**config.mk**
```make
export PLATFORM = sky130hd
export DESIGN_NAME = instruction_loader
export DESIGN_NICKNAME = d
export VERILOG_FILES = /design/src/rtl/instruction_loader_pkg.sv /design/src/rtl/instruction_loader_instr_ram.sv /design/src/rtl/instruction_loader.sv
export SDC_FILE = /design/constraint.sdc
export NUM_CORES = 2
export LEC_CHECK = 0
export CAP_MARGIN = 20
export CORE_UTILIZATION = 62
export DETAILED_ROUTE_END_ITERATION = 12
export GPL_TIMING_DRIVEN = 0
export PLACE_DENSITY = 0.8
export SETUP_SLACK_MARGIN = 0.3
export SLEW_MARGIN = 20
export SYNTH_ARGS = -nofsm -noshare
export SYNTH_HDL_FRONTEND = slang
export SYNTH_SLANG_ARGS = --single-unit
```
**constraint.sdc**
```tcl
create_clock -name clk -period 6.5 [get_ports clk]
set_clock_uncertainty 0.2 [all_clocks]
set_input_delay 1.3 -clock clk [delete_from_list [all_inputs] [get_ports clk]]
set_output_delay 1.3 -clock clk [all_outputs]
set_load 0.05 [all_outputs]
```
**src/rtl/instruction_loader_pkg.sv**
```systemverilog
// Shared types and defaults for the instruction loader and its RAM.
package instruction_loader_pkg;

    localparam int DEFAULT_DEPTH  = 64;
    localparam int DEFAULT_ADDR_W = 6;
    localparam int BYTES_PER_WORD = 4;

    typedef enum logic [1:0] {
        IDLE = 2'd0,
        LOAD = 2'd1,
        DONE = 2'd2
    } state_e;

endpackage

```
**src/rtl/instruction_loader_instr_ram.sv**
```systemverilog
// Instruction store: one synchronous write port, one combinational read port.
module instr_ram #(
    parameter int DEPTH  = instruction_loader_pkg::DEFAULT_DEPTH,
    parameter int ADDR_W = instruction_loader_pkg::DEFAULT_ADDR_W
) (
    input  logic              clk,
    input  logic              we,
    input  logic [ADDR_W-1:0] waddr,
    input  logic [31:0]       wdata,
    input  logic [ADDR_W-1:0] raddr,
    output logic [31:0]       rdata
);

    logic [31:0] mem [DEPTH];

    // Contents deliberately survive reset so a reloaded program only overwrites what it covers.
    always_ff @(posedge clk) begin
        if (we) begin
            mem[waddr] <= wdata;
        end
    end

    assign rdata = mem[raddr];

endmodule

```
**src/rtl/instruction_loader.sv**
```systemverilog
// Loads the instruction RAM from a little-endian byte stream and holds the
// processor in reset until a complete program is resident.
//
// state | meaning
// IDLE  | no program loaded, processor held in reset
// LOAD  | accepting bytes, processor held in reset
// DONE  | program resident, processor released
module instruction_loader
    import instruction_loader_pkg::*;
#(
    parameter int DEPTH  = DEFAULT_DEPTH,
    parameter int ADDR_W = DEFAULT_ADDR_W
) (
    input  logic            clk,
    input  logic            reset,
    input  logic            load_start,
    input  logic            byte_valid,
    input  logic [7:0]      byte_data,
    output logic            byte_ready,
    input  logic            load_end,
    input  logic [31:0]     A,
    output logic [31:0]     RD,
    output logic            cpu_reset,
    output logic            load_done,
    output logic            full,
    output logic [ADDR_W:0] word_count
);

    state_e              state_q, state_d;
    logic [ADDR_W-1:0]   word_ptr_q, word_ptr_d;
    logic [ADDR_W:0]     word_count_q, word_count_d;
    logic [1:0]          byte_idx_q, byte_idx_d;
    logic [31:0]         asm_q, asm_d;
    logic                full_q, full_d;

    logic                hs;
    logic [31:0]         asm_merged;
    logic [1:0]          idx_after;
    logic                word_done;
    logic                pad_write;
    logic                we;
    logic                last_write;
    logic                unused_a;

    always_ff @(posedge clk or posedge reset) begin
        if (reset) begin
            state_q      <= IDLE;
            word_ptr_q   <= '0;
            word_count_q <= '0;
            byte_idx_q   <= '0;
            asm_q        <= '0;
            full_q       <= 1'b0;
        end else begin
            state_q      <= state_d;
            word_ptr_q   <= word_ptr_d;
            word_count_q <= word_count_d;
            byte_idx_q   <= byte_idx_d;
            asm_q        <= asm_d;
            full_q       <= full_d;
        end
    end

    always_comb begin
        hs         = (state_q == LOAD) && byte_valid;
        asm_merged = asm_q;
        if (hs) begin
            asm_merged[{byte_idx_q, 3'b000} +: 8] = byte_data;
        end
        idx_after  = hs ? byte_idx_q + 2'd1 : byte_idx_q;
        word_done  = hs && (byte_idx_q == 2'(BYTES_PER_WORD - 1));
        // A trailing partial word is flushed on load_end; upper lanes are already zero.
        pad_write  = (state_q == LOAD) && load_end && !word_done && (idx_after != 2'd0);
        we         = word_done || pad_write;
        last_write = we && (word_ptr_q == ADDR_W'(DEPTH - 1));
    end

    always_comb begin
        state_d = state_q;
        case (state_q)
            IDLE, DONE: begin
                if (load_start) begin
                    state_d = LOAD;
                end
            end
            LOAD: begin
                if (load_end || last_write) begin
                    state_d = DONE;
                end
            end
            default: state_d = IDLE;
        endcase
    end

    always_comb begin
        word_ptr_d   = word_ptr_q;
        word_count_d = word_count_q;
        byte_idx_d   = byte_idx_q;
        asm_d        = asm_q;
        full_d       = full_q;
        if ((state_q != LOAD) && load_start) begin
            word_ptr_d   = '0;
            word_count_d = '0;
            byte_idx_d   = '0;
            asm_d        = '0;
            full_d       = 1'b0;
        end else if (state_q == LOAD) begin
            byte_idx_d = idx_after;
            asm_d      = asm_merged;
            if (we) begin
                word_ptr_d   = word_ptr_q + ADDR_W'(1);
                word_count_d = word_count_q + (ADDR_W + 1)'(1);
                byte_idx_d   = '0;
                asm_d        = '0;
            end
            if (last_write) begin
                full_d = 1'b1;
            end
        end
    end

    always_comb begin
        cpu_reset  = (state_q != DONE);
        byte_ready = (state_q == LOAD);
        load_done  = (state_q == DONE);
    end

    assign full       = full_q;
    assign word_count = word_count_q;
    assign unused_a   = ^{A[31:ADDR_W+2], A[1:0]};

    instr_ram #(
        .DEPTH  (DEPTH),
        .ADDR_W (ADDR_W)
    ) u_ram (
        .clk   (clk),
        .we    (we),
        .waddr (word_ptr_q),
        .wdata (asm_merged),
        .raddr (A[ADDR_W+1:2]),
        .rdata (RD)
    );

endmodule

```
==> metrics <==
Fin. Hold Viols 0; Routability Congestion 0.8941; Setup crit start kind primary input; vias per inst 7.600; Post-Layout Cell Count 5979; Hold-fix buffers, CTS 0; sequential area share after synthesis 77.67%; later-pin clock latency in the skew report 840 ps; area share of fa/ha/maj cells after synthesis 0.1084%; DRC Markers 4; Clock Tree Root clkbuf_16; Simple-Gate Fraction of Synth Area 2.421%; share of the synthesized area in the top cell type 76.12%; Initial Utilization 62.47%; kind of cell adding the most delay to the critical path buffers and inverters; Buf/Inv on CP 4; fin crit period 6351 ps; Synth Flop Type edfxtp_1; Comb power frac 6.4%; Mapped Nets 3743; htree depth 4; Worst path slowest cell nor4_2; final setup fails 0; count of different cell masters after synthesis 55; antenna violations before repair 7; Setup Total Neg Slack 0 ps; r2r setup slk 1580 ps; Synth Area in Compound Gates 2.913%; min-delay src full; CORE AREA 129300 um^2; Clock Power Share 40.2%; TritonCTS buffer count 196; Hold Path Class reg -> reg; largest family of logic cells by synthesized area multiplexers; routed vias 45440; unrepaired setup endpoints after global routing true; port bufs 59; drt pass-1 iters 12; top post-synthesis cells by area edfxtp_1 76%, mux4_2 14%, dfrtp_1 1.5%, o22ai_1 0.84%, nand2_1 0.80%; worst path required time 5000 ps; Max-Cap Viols 0; measured slew at the worst slew-check pin 1135 ps; Post-synth EDFFs 2048; DR iter-0 viols 8925; Post-synth ARST share 2.383%; register area 62750 um^2; first-pass GRT wire length 339.7 mm; FMAX 0.1575 GHz; post-synth top area cell edfxtp_1; slew margin rel. 24.10%; ratio of cells with drive above 1 in the final layout 30.26%; utilization after layout 72.59%; WL/cell 41.10 um; Reg-to-Reg Start byte_idx_q[0]; fillers 6559; hold path endpoint full; post-synthesis mux area share 15.18%; crit path DAT 4850 ps; critical path, cell by cell clkdlybuf4s15_2 -> buf_2 -> clkbuf_2 -> nor2_1 -> a211oi_1 -> a2111oi_0 -> nor4_2 -> dlygate4sd2_1; CTS tree done; largest stage delay on the critical path 680 ps; Internal 21460 uW; Area Overhead vs Synth 16.19%; # IOs 88; Placed Instances 5619; synthesized area 80790 um^2; full die area 131800 um^2; largest net degree at the start of global routing 65; Die W 363.0 um; maximum VDD drop 0.3224 mV; Final ANT Viol Nets 0; FF-to-FF End u_ram.mem[43][21]; worst setup margin 149.4 ps; Tcrit/Tclk final 97.70%; Setup CP Type in -> out; Post-Synthesis Cells 3691; Clock transition at path regs 60 ps; post-DP HPWL 149.7 mm; FF-to-FF path depth 10; area of the multi-input gates 17830 um^2; xor/xnor share of the synthesized area 0%; hold depth 1; CP endpoint kind primary output; Final Slew Violations 0; post-synthesis average cell area 21.89 um^2; Syn. warnings 0; Nets 4133; Rows 132; final WL 245.7 mm; Die Y 363.0 um; crit path max fanout 10; CTS max path bufs 3; sequential share of power 53.5%; Overall Global Routing Usage 37.82%; violated checks design-rule violations; gr ovfl total 0; outcome finished with violations; Clock Sinks 2098; pre-CTS setup slack -1470 ps; power density over the cells 295.3 nW/um^2; vias in the first global route 44840; Synth Register Bits 2098; switch share 22.59%; Pleak 0.03087 uW; hold slack 296.9 ps; Sw Pwr 6263 uW
-- cells by family (layout without fill, tap and decap cells) --
logic type,Yosys count,after routing
muxes,585,585
DFF,2098,2098
adders and majority gates,7,7
buffers and inverters,222,767
and+or+nand+nor,430,430
AOI/OAI and AO/OA,349,349
other,0,1
-- how the worst max path moves through the flow --
stage | end | start | cells past startpoint | slack (ps)
finish | RD[24] | A[4] | 8 | 150
global route | RD[24] | A[7] | 7 | 280
CTS | RD[15] | A[3] | 10 | 210
detailed placement | RD[20] | A[4] | 9 | -1470
global placement | u_ram.mem[50][25] | byte_valid | 6 | -3550
floorplan | RD[13] | A[3] | 9 | 1020
-- Yosys cell counts, drive strengths merged, types with 9 or more instances --
master and n:
nand2 173, edfxtp 2048, mux2 17, o21ai 57
inv 11, a21oi 43, clkbuf 59, nand3 32
nor3 28, o221ai 13, a22o 40, o22a 23
a31oi 16, o211ai 13, nor4 17, nor2b 9
buf 150, nand2b 26, o22ai 108, mux4 506
nor2 109, dfrtp 50, a221oi 13, mux2i 62
-- layout make-up --
class	count	area share, %
Inverter	13	0.05198
Clock buffer	235	5.471
Timing Repair Buffer	192	3.835
Multi-Input combinational cell	1371	18.99
Clock inverter	118	0.9370
Antenna cell	1	0.002666
Buffer	209	1.541
Sequential cell	2098	66.85
Tap cell	1742	2.322
-- through the flow --
stage / area, um^2 / power [uW]
4_1_cts: 93790 / 27570
6_report: 93870 / 27720
3_5_place_dp: 87320 / 16760
3_3_place_gp: 83560 / 16640
2_1_floorplan: 80790 / 16050
5_1_grt: 93870 / 28140
-- sequential cells by signal, indices dropped and copies added, names as in the netlist --
signal and cells:
asm_q 32, byte_idx_q 2, full 1, state_q 2
u_ram.mem 2048, word_count 7, word_ptr_q 6
-- cells in the final DEF (no fill, tap or decap), drive strengths merged, types with 40 or more instances in the layout --
cell / n
mux2i: 62
dfrtp: 50
mux4: 506
o21ai: 57
edfxtp: 2048
nor2: 109
o22ai: 108
nand2: 173
clkbuf: 298
a22o: 40
buf: 281
clkinv: 100
a21oi: 43
-- worst register-to-register path, cell delays in order (launching register included) --
cell	delay (ps)
dfrtp_1	400
clkbuf_1	370
inv_1	190
ha_1	420
inv_1	110
a31oi_1	360
o21a_1	170
buf_2	190
nand3_1	790
nor2_4	1060
buf_12	300
-- per-layer routing --
layer  vias to the layer above  routed length [um]  part of all wire [%]  GRT usage (%)
li1                      16370                   -                     -              -
met3                      1018               40300                    16          13.32
met5                         -                 104                 0.042              0
met1                     22910               77480                    32          49.55
met4                        10               16740                   6.8          20.96
met2                      5137              111100                    45          56.06
-- power groups by stage --
stage          clock network [uW]  logic (uW)  registers (uW)
2_1_floorplan                   0         901           15100
3_3_place_gp                    0        1450           15200
3_5_place_dp                    0        1640           15100
4_1_cts                     11000        1700           14800
5_1_grt                     11500        1780           14800
6_report                    11100        1760           14800
-- timing repair --
item / in CTS / in global routing
endpoints found under the hold margin: 0 / 0
cloned: 0 / 0
endpoints found under the setup margin: 32 / 31
pin swaps: 2 / 1
gates resized for setup: 196 / 31
buffers inserted: 3 / 0
Note: power is estimated with default switching activity, not from simulation.
